<file path="src/rtl/bira_pkg.sv">
// rtl/bira_pkg.sv - shared types and constants for the BIRA fault path
package bira_pkg;

    localparam int ROW_W  = 10;
    localparam int COL_W  = 10;
    localparam int BNK_W  = 2;
    localparam int FLAG_W = 8;
    localparam int PCAM   = 8;
    localparam int NPCAM  = 30;
    localparam int CNT_W  = 6;

    typedef struct packed {
        logic [ROW_W-1:0]  row;
        logic [COL_W-1:0]  col;
        logic [BNK_W-1:0]  bank;
        logic [FLAG_W-1:0] col_flag;
    } fault_t;

    typedef enum logic [2:0] {
        ST_IDLE,
        ST_COLLECT,
        ST_DRAIN,
        ST_TERM,
        ST_DONE
    } fq_state_t;

    // Counter increment that sticks at all-ones instead of wrapping.
    function automatic logic [CNT_W-1:0] sat_inc(input logic [CNT_W-1:0] v);
        return (v == {CNT_W{1'b1}}) ? v : v + 1'b1;
    endfunction

endpackage

</file>
<file path="src/rtl/bira_fault_fifo.sv">
// rtl/bira_fault_fifo.sv - synchronous fault_t FIFO with flush
module bira_fault_fifo
    import bira_pkg::*;
#(
    parameter int DEPTH = 8
) (
    input  logic   clk,
    input  logic   rst_n,
    input  logic   flush,
    input  logic   push,
    input  fault_t wdata,
    input  logic   pop,
    output fault_t rdata,
    output logic   full,
    output logic   empty
);

    localparam int AW = $clog2(DEPTH);

    // One extra pointer bit separates full from empty when the low bits match.
    logic [AW:0] wr_ptr;
    logic [AW:0] rd_ptr;
    fault_t      mem [DEPTH];

    assign empty = (wr_ptr == rd_ptr);
    assign full  = (wr_ptr[AW] != rd_ptr[AW]) && (wr_ptr[AW-1:0] == rd_ptr[AW-1:0]);
    assign rdata = mem[rd_ptr[AW-1:0]];

    always_ff @(posedge clk or negedge rst_n) begin
        if (!rst_n) begin
            wr_ptr <= '0;
            rd_ptr <= '0;
        end else if (flush) begin
            wr_ptr <= '0;
            rd_ptr <= '0;
        end else begin
            if (push && !full)
                wr_ptr <= wr_ptr + 1'b1;
            if (pop && !empty)
                rd_ptr <= rd_ptr + 1'b1;
        end
    end

    always_ff @(posedge clk) begin
        if (push && !full && !flush)
            mem[wr_ptr[AW-1:0]] <= wdata;
    end

endmodule

</file>
<file path="src/rtl/bira_fault_queue.sv">
// rtl/bira_fault_queue.sv - BIST-to-CAM fault queue with overflow detect (optional BIRA_FQ_DEDUP_EN)
module bira_fault_queue #(
    parameter int DEPTH      = 8,
    parameter int PCAM       = bira_pkg::PCAM,
    parameter int NPCAM      = bira_pkg::NPCAM,
    parameter int MAX_FAULTS = PCAM + NPCAM
) (
    input  logic                        clk,
    input  logic                        rst_n,
    input  logic                        test_start,
    input  logic                        bist_valid,
    output logic                        bist_ready,
    input  logic [bira_pkg::ROW_W-1:0]  bist_row,
    input  logic [bira_pkg::COL_W-1:0]  bist_col,
    input  logic [bira_pkg::BNK_W-1:0]  bist_bank,
    input  logic [bira_pkg::FLAG_W-1:0] bist_col_flag,
    input  logic                        bist_done,
    output logic                        flt_valid,
    input  logic                        flt_ready,
    output logic [bira_pkg::ROW_W-1:0]  row_addr,
    output logic [bira_pkg::COL_W-1:0]  col_addr,
    output logic [bira_pkg::BNK_W-1:0]  bank_addr,
    output logic [bira_pkg::FLAG_W-1:0] col_flag,
    output logic                        early_term,
    output logic                        analysis_start,
    output logic [bira_pkg::CNT_W-1:0]  fault_cnt
);

    import bira_pkg::*;

    localparam logic [CNT_W-1:0] MAX_CNT = CNT_W'(MAX_FAULTS);

    fq_state_t state;
    fault_t    wdata;
    fault_t    head;
    logic      full;
    logic      empty;
    logic      accept;
    logic      unique_flt;
    logic      overflow;
    logic      push;
    logic      pop;
    logic      flush;

    assign bist_ready = (state == ST_COLLECT) && !full;
    assign flt_valid  = ((state == ST_COLLECT) || (state == ST_DRAIN)) && !empty;
    assign accept     = bist_valid && bist_ready;

`ifdef BIRA_FQ_DEDUP_EN
    logic             last_vld;
    logic [ROW_W-1:0] last_row;
    logic [COL_W-1:0] last_col;
    logic [BNK_W-1:0] last_bank;

    assign unique_flt = !(last_vld && (last_row == bist_row) &&
                          (last_col == bist_col) && (last_bank == bist_bank));

    always_ff @(posedge clk or negedge rst_n) begin
        if (!rst_n) begin
            last_vld  <= 1'b0;
            last_row  <= '0;
            last_col  <= '0;
            last_bank <= '0;
        end else if (test_start) begin
            last_vld  <= 1'b0;
            last_row  <= '0;
            last_col  <= '0;
            last_bank <= '0;
        end else if (accept) begin
            last_vld  <= 1'b1;
            last_row  <= bist_row;
            last_col  <= bist_col;
            last_bank <= bist_bank;
        end
    end
`else
    assign unique_flt = 1'b1;
`endif

    // The fault that would exceed the CAM is dropped and the queue is flushed.
    assign overflow = accept && unique_flt && (fault_cnt == MAX_CNT);
    assign push     = accept && unique_flt && !overflow && !test_start;
    assign pop      = flt_valid && flt_ready && !test_start;
    assign flush    = test_start || overflow;

    assign wdata = '{row: bist_row, col: bist_col, bank: bist_bank, col_flag: bist_col_flag};

    bira_fault_fifo #(.DEPTH(DEPTH)) u_fifo (
        .clk   (clk),
        .rst_n (rst_n),
        .flush (flush),
        .push  (push),
        .wdata (wdata),
        .pop   (pop),
        .rdata (head),
        .full  (full),
        .empty (empty)
    );

    // Head contents are undefined while empty, so gate them to zero.
    assign row_addr  = flt_valid ? head.row      : '0;
    assign col_addr  = flt_valid ? head.col      : '0;
    assign bank_addr = flt_valid ? head.bank     : '0;
    assign col_flag  = flt_valid ? head.col_flag : '0;

    always_ff @(posedge clk or negedge rst_n) begin
        if (!rst_n) begin
            state          <= ST_IDLE;
            fault_cnt      <= '0;
            early_term     <= 1'b0;
            analysis_start <= 1'b0;
        end else begin
            early_term     <= 1'b0;
            analysis_start <= 1'b0;
            if (test_start) begin
                state     <= ST_COLLECT;
                fault_cnt <= '0;
            end else begin
                case (state)
                    ST_COLLECT: begin
                        if (overflow) begin
                            state      <= ST_TERM;
                            early_term <= 1'b1;
                            fault_cnt  <= sat_inc(fault_cnt);
                        end else begin
                            if (push)
                                fault_cnt <= sat_inc(fault_cnt);
                            if (bist_done)
                                state <= ST_DRAIN;
                        end
                    end
                    ST_DRAIN: begin
                        if (empty) begin
                            state          <= ST_DONE;
                            analysis_start <= 1'b1;
                        end
                    end
                    default: ;
                endcase
            end
        end
    end

endmodule

</file>
<file path="config.mk">
export PLATFORM = sky130hd
export DESIGN_NAME = bira_fault_queue
export DESIGN_NICKNAME = d
export VERILOG_FILES = /design/src/rtl/bira_pkg.sv /design/src/rtl/bira_fault_fifo.sv /design/src/rtl/bira_fault_queue.sv
export SDC_FILE = /design/constraint.sdc
export NUM_CORES = 1
export LEC_CHECK = 0
export BUFFER_PORTS_ARGS = -buffer_cell sky130_fd_sc_hd__buf_4
export CELL_PAD_IN_SITES_DETAIL_PLACEMENT = 0
export CELL_PAD_IN_SITES_GLOBAL_PLACEMENT = 1
export CORE_MARGIN = 3
export CORE_UTILIZATION = 30
export CTS_CLUSTER_SIZE = 20
export DETAILED_ROUTE_END_ITERATION = 7
export PLACE_DENSITY = 0.51
export SETUP_SLACK_MARGIN = 0.4
export SLEW_MARGIN = 30
export SYNTH_ARGS = -nofsm -noshare
export SYNTH_HDL_FRONTEND = slang
export SYNTH_SLANG_ARGS = --single-unit
</file>
<file path="constraint.sdc">
create_clock -name clk -period 4.6 [get_ports clk]
set_input_delay 0.69 -clock clk [delete_from_list [all_inputs] [get_ports clk]]
set_output_delay 0.69 -clock clk [all_outputs]
set_load 0.02 [all_outputs]
</file>
== Yosys cells after proc, flatten, opt, wreduce, memory -nomap -nowiden ==
Memories as Yosys holds them, arrays and structs flattened.
Cells that the tools add are included.
Cells by class
  $add $sub $neg: 3
  reductions and logical operators: 26
  equal/unequal tests: 9
  multiplexer cells: 26
Operator list (number)
  6-bit 2-to-1 mux: 5
  10-bit 2-to-1 mux: 2
  4-bit 2-to-1 mux: 4
  6-bit == test (second input constant): 2
  1-bit logical AND: 12
  3-bit 2-to-1 mux: 4
  4-bit by 1-bit adder with 4-bit output (second input constant): 2
  1-bit 2-to-1 mux: 8
  8-bit 2-to-1 mux: 1
  6-bit by 1-bit adder with 6-bit output (second input constant): 1
  3-bit one-hot mux with 2 select lines: 1
  2-bit nonzero test: 3
  3-bit nonzero test: 2
  1-bit logical NOT: 5
  4-bit == test: 1
  4-bit != test (second input constant): 1
  3-bit by 1-bit == test with 1-bit output (second input constant): 1
  3-bit by 2-bit == test with 1-bit output (second input constant): 1
  3-bit == test: 1
  3-bit by 2-bit != test with 1-bit output (second input constant): 1
  3-bit AND reduction: 1
  1-bit logical OR: 2
  2-bit 2-to-1 mux: 1
  2-bit AND reduction: 1
  1-bit != test: 1
Storage, ports and cells
  memories kept: 1
  output and inout bits: 40
  word-level logic and storage cells: 71
  input port bits: 36
  flip-flop bits (word level): 19
  RAM bits: 240
Memories
  u_fifo.mem: words 8, width 30, read ports 1, clocked after memory_dff 0, write ports 1, RTL line bira_fault_fifo.sv:23  | fault_t mem [DEPTH];

== Logic depth before layout (Yosys ltp) ==
  depth in word-level cells: 13
  gate-level depth with buffers: 7
  depth with buffers taken out: 6

== Hierarchy ==
A second synthesis with hierarchy kept.
Second synthesis, totals
  cell total of the unflattened synthesis: 529
  area, all modules: 10797.9 µm²
By module, submodules not included
  bira_fault_fifo: area each 9905.8 µm², instances 1, seq. area each 7407.1 µm², cells each 427
  bira_fault_queue: area each 892.1 µm², instances 1, seq. area each 275.3 µm², cells each 102

== Least setup slack after synthesis ==
Ideal clock, no wire load.
  kind: register to register
  start point: reg fault_cnt[0] (netlist bit)
  end point: mem u_fifo.mem[0][0] (netlist bit) (enable)
  slack: -0.350 ns
  setup time: 0.503 ns
  arrival: 4.447 ns
  required time: 4.097 ns
  cell stages (with the launch flop): 7
  period minus slack after synthesis: 4.950 ns
  buffers on the path: 0
  cells stage by stage: dfrtp_1 -> inv_1 -> ha_1 -> nand4b_1 -> or2_2 -> nand3_1 -> nor4b_1
On the way
  cells in the longest elaborated chain, start to end: 9
  elaborated cells on any way between the ends: 11
  those cells by class: eq/ne: 1; mux: 2; reduce/logical: 8
Ends and longest elaborated chain
  start, declared: RTL line bira_fault_queue.sv:26  | output logic [bira_pkg::CNT_W-1:0] fault_cnt
  start signal, assigned: RTL line bira_fault_queue.sv:124  | fault_cnt <= sat_inc(fault_cnt);
  start signal, assigned: RTL line bira_fault_queue.sv:127  | fault_cnt <= sat_inc(fault_cnt);
  6-bit == test (*): RTL line bira_fault_queue.sv:81  | assign overflow = accept && unique_flt && (fault_cnt == MAX_CNT);
  1-bit logical AND (*): RTL line bira_fault_queue.sv:81
  1-bit logical NOT: RTL line bira_fault_queue.sv:82  | assign push = accept && unique_flt && !overflow && !test_start;
  1-bit logical AND (2 in series): RTL line bira_fault_queue.sv:82
  1-bit logical AND: RTL line bira_fault_fifo.sv:45  | if (push && !full && !flush)
  1-bit logical AND (*): RTL line bira_fault_fifo.sv:45
  1-bit 2-to-1 mux (*): RTL line bira_fault_fifo.sv:45
  1-bit 2-to-1 mux (not written as such) (*): RTL line bira_fault_fifo.sv:46  | mem[wr_ptr[AW-1:0]] <= wdata;
  end, declared: RTL line bira_fault_fifo.sv:23
Mark *: on every way between the ends. The rest lies on a longest branch, timed or not.

== Final worst setup path ==
  start point: reg u_fifo.rd_ptr[0]
  end point: out row_addr[9] (netlist bit)
On the way
  cells in the longest elaborated chain, start to end: 4
  elaborated cells on any way between the ends: 5
  those cells by class: eq/ne: 1; mux: 1; reduce/logical: 2; memory: 1
Ends and longest elaborated chain
  start, declared: RTL line bira_fault_fifo.sv:22  | logic [AW:0] rd_ptr;
  start signal, assigned: RTL line bira_fault_fifo.sv:40  | rd_ptr <= rd_ptr + 1'b1;
  branches (longest 3 deep; another with memory 8 x 30 bit)
  10-bit 2-to-1 mux (*): RTL line bira_fault_queue.sv:101  | assign row_addr = flt_valid ? head.row : '0;
  end, declared: RTL line bira_fault_queue.sv:20  | output logic [bira_pkg::ROW_W-1:0] row_addr,
Mark *: on every way between the ends.

==> results_dict.tcl <==
set metrics [dict create \
    status "complete, no violations" \
    slew_violations 0 \
    grt_antenna_before_repair 0 \
    clkPwrFrac_pct 40.9 \
    rsz0062_at_grt "no" \
    place_ws_ns 1.164 \
    setup_ws_ns 0.8268 \
    p_seq_share_pct 50.0 \
    worstSkewPairLatency_ns 0.55 \
    num_antenna_cells 0 \
    ys_types 44 \
    io_pins 76 \
    synth-async-reset-ratio_pct 7.336 \
    cts_resized 0 \
    combinationalPowerShare_pct 9.0 \
    die-area_mm2 0.03655 \
    power_density_mw_per_mm2 427.6 \
    cts.clk_slew.worst_paths_ns 0.06 \
    fin_skew_ns 0.009781 \
    hold_class "input pin to asynchronous set/reset pin" \
    drtIter0Drc 425 \
    leakagePower_nw 3.956 \
    cts_sinks 259 \
    syn-cell-area_mm2 0.01029 \
    slew_headroom_pct 51.02 \
    initial_core_util_pct 30.53 \
    place.gp.congestion 0.6954 \
    cts_tree "built" \
    cpMostUsedCell "buf_4" \
    ctsLongestPathBuffers 3 \
    fin_nets 650 \
    fp-row-count 67 \
    r2r_slack_ns 1.69 \
    synth_flop_cell "edfxtp_1" \
    p_sw_mw 1.188 \
    htreeDepth 1 \
    grt_pass1_wl_um 34880 \
    post-route-drc-count 0 \
    clock.fmax_mhz 265.0 \
    grt_pass1_vias 5470 \
    cts.hold.buffers_added 0 \
    portBuffers 75 \
    crit_path_start "u_fifo.rd_ptr[0]" \
    startpoint_type "flop" \
    ys.warnings.count 0 \
    syn_avg_cell_area_um2 19.90 \
    reg2regPathDepth 5 \
    layout-drive-gt1-share_pct 33.70 \
    cp.arrival_ns 3.08 \
    wl_per_cell_um 21.24 \
    peakVddDrop_mv 0.2824 \
    syn_inst 517 \
    track_usage_pct 12.66 \
    fin_crit_sh_pct 82.03 \
    crit_slowest_cell "dfrtp_4" \
    endpoint_kind "primary output" \
    numCtsBuffers 28 \
    hpwl_um 13000 \
    worst_slew_pin_slew_ns 0.7347 \
    seq_area_frac_synth_pct 74.68 \
    rr_endpoint "u_fifo.mem[1][7]" \
    tns_ns 0 \
    r2r-start "u_fifo.rd_ptr[0]" \
    crit_type "flop to primary output" \
    switching_share_pct 22.48 \
    cts_setup_buffers 0 \
    setup_viol 0 \
    p_int_mw 4.096 \
    syn2layout_area_growth_pct 20.12 \
    maxCapViolCount 0 \
    synth_edf_count 240 \
    min_period_ns 3.773 \
    core_area_mm2 0.03370 \
    routed_wl_um 22870 \
    vias_per_cell 4.773 \
    cp.required_ns 3.91 \
    drtAntennaViolNets 0 \
    fill_cells 3160 \
    firstDrtPassIters 4 \
    die_y_um 191.2 \
    die_width_um 191.2 \
    cp_max_fo 26 \
    hold_viol 0 \
    grt_overflow 0 \
    path_cells "xnor2_1 > and4b_4 > or2_2 > buf_4 > nor2_1 > buf_4" \
    critPathMaxStageDelay_ns 0.69 \
    synth_nets 557 \
    cts_root_buffer "clkbuf_16" \
    grt_max_degree 64 \
    ys_ff_latch 259 \
    vias 5141 \
]
## power groups by stage
| stage | clock network (mW) | registers, mW | logic (mW) |
|---|---|---|---|
| 3_5_place_dp | 0 | 2.69 | 0.489 |
| 4_1_cts | 2.23 | 2.64 | 0.490 |
| 6_report | 2.16 | 2.64 | 0.477 |
| 2_1_floorplan | 0 | 2.67 | 0.317 |
| 3_3_place_gp | 0 | 2.69 | 0.482 |
| 5_1_grt | 2.32 | 2.65 | 0.524 |
## cells in the mapped netlist, drive strengths merged (2+ instances only)
cell type / instances / share of area (%)
a21o: 2 / 0.15
a21oi: 12 / 0.58
buf: 20 / 1.1
clkbuf: 12 / 0.44
dfrtp: 19 / 4.6
edfxtp: 240 / 70
ha: 4 / 0.49
inv: 5 / 0.18
mux2i: 30 / 2.9
mux4: 60 / 13
nand2: 8 / 0.29
nand2b: 3 / 0.18
nand3: 6 / 0.29
nand4: 3 / 0.18
nor2: 35 / 1.3
nor3: 4 / 0.19
nor3b: 2 / 0.15
nor4: 7 / 0.43
o21ai: 7 / 0.34
o31ai: 5 / 0.36
or2: 2 / 0.12
or3: 4 / 0.24
or4: 6 / 0.44
xnor2: 3 / 0.26
xor2: 2 / 0.17
## worst max-delay path by stage
stage                        to  depth (start not counted)
2_1_floorplan  u_fifo.mem[1][0]                          6
3_3_place_gp        row_addr[9]                          5
3_5_place_dp        row_addr[9]                          5
4_1_cts             row_addr[9]                          5
5_1_grt             row_addr[9]                          6
6_report            row_addr[9]                          6
## final cells by class
type / count / area [µm²] / area share [%]
Sequential cell: 259 / 7689 / 62.22
Tap cell: 448 / 560.5 / 4.536
Inverter: 5 / 18.77 / 0.1519
Clock inverter: 17 / 167.7 / 1.357
Clock buffer: 32 / 715.7 / 5.792
Timing Repair Buffer: 95 / 720.7 / 5.832
Multi-Input combinational cell: 221 / 2485 / 20.11
## cell usage in the layout, fill, tap and decap left out, drive strengths merged, types with 7 or more instances in the layout
cell type | netlist | final
a21oi | 12 | 12
nand2 | 8 | 8
o21ai | 7 | 7
nor4 | 7 | 7
nor2 | 35 | 35
dfrtp | 19 | 19
edfxtp | 240 | 240
clkbuf | 12 | 32
clkinv | 0 | 14
mux2i | 30 | 30
mux4 | 60 | 60
buf | 20 | 95
## through the flow
| step | cells | hold WS, ns | total power [mW] | area, µm² | utilization [%] |
|---|---|---|---|---|---|
| global route | 1077 | 0.02016 | 5.496 | 12360 | 36.67 |
| detailed placement | 1028 | 0.5338 | 3.182 | 11470 | 34.02 |
| floorplan | 517 | 0.3944 | 2.987 | 10290 | - |
| CTS | 1077 | 0.004401 | 5.365 | 12350 | 36.65 |
| global placement | 1028 | 0.5289 | 3.174 | 11470 | 34.02 |
| finish | 1077 | 0.01924 | 5.284 | 12360 | 36.67 |
## worst max-delay path: cells and delay by family, from the launching register on
kind,cells,cell delay [ns]
buffers and inverters,2,0.49
XOR/XNOR,1,0.31
flip-flops,1,0.69
AND/OR/NAND/NOR,3,1.02
## cells by family (layout without fill, tap and decap cells)
logic type / Yosys count / in the layout / synth area share [%]
AO/OA/AOI/OAI: 32 / 32 / 1.922
XOR/XNOR: 5 / 5 / 0.4258
adder cells (fa/ha/maj): 4 / 4 / 0.4865
buffers and inverters: 37 / 149 / 1.703
flip-flops: 259 / 259 / 74.68
multiplexers: 91 / 91 / 16.16
AND/OR/NAND/NOR: 89 / 89 / 4.622
## state kept, by name, summed over array words and instances, names as in the netlist
signal          cells
u_fifo.mem        240
fault_cnt           6
u_fifo.rd_ptr       4
u_fifo.wr_ptr       4
state               3
analysis_start      1
early_term          1
## layer usage
layer	vias up	part of all wire [%]	GRT usage [%]
li1	2296	-	-
met5	-	0	0
met1	2694	45	17.35
met3	35	4.7	2.531
met4	0	2.2	3.076
met2	116	48	20.88
Note: power is estimated with default switching activity, not from simulation.
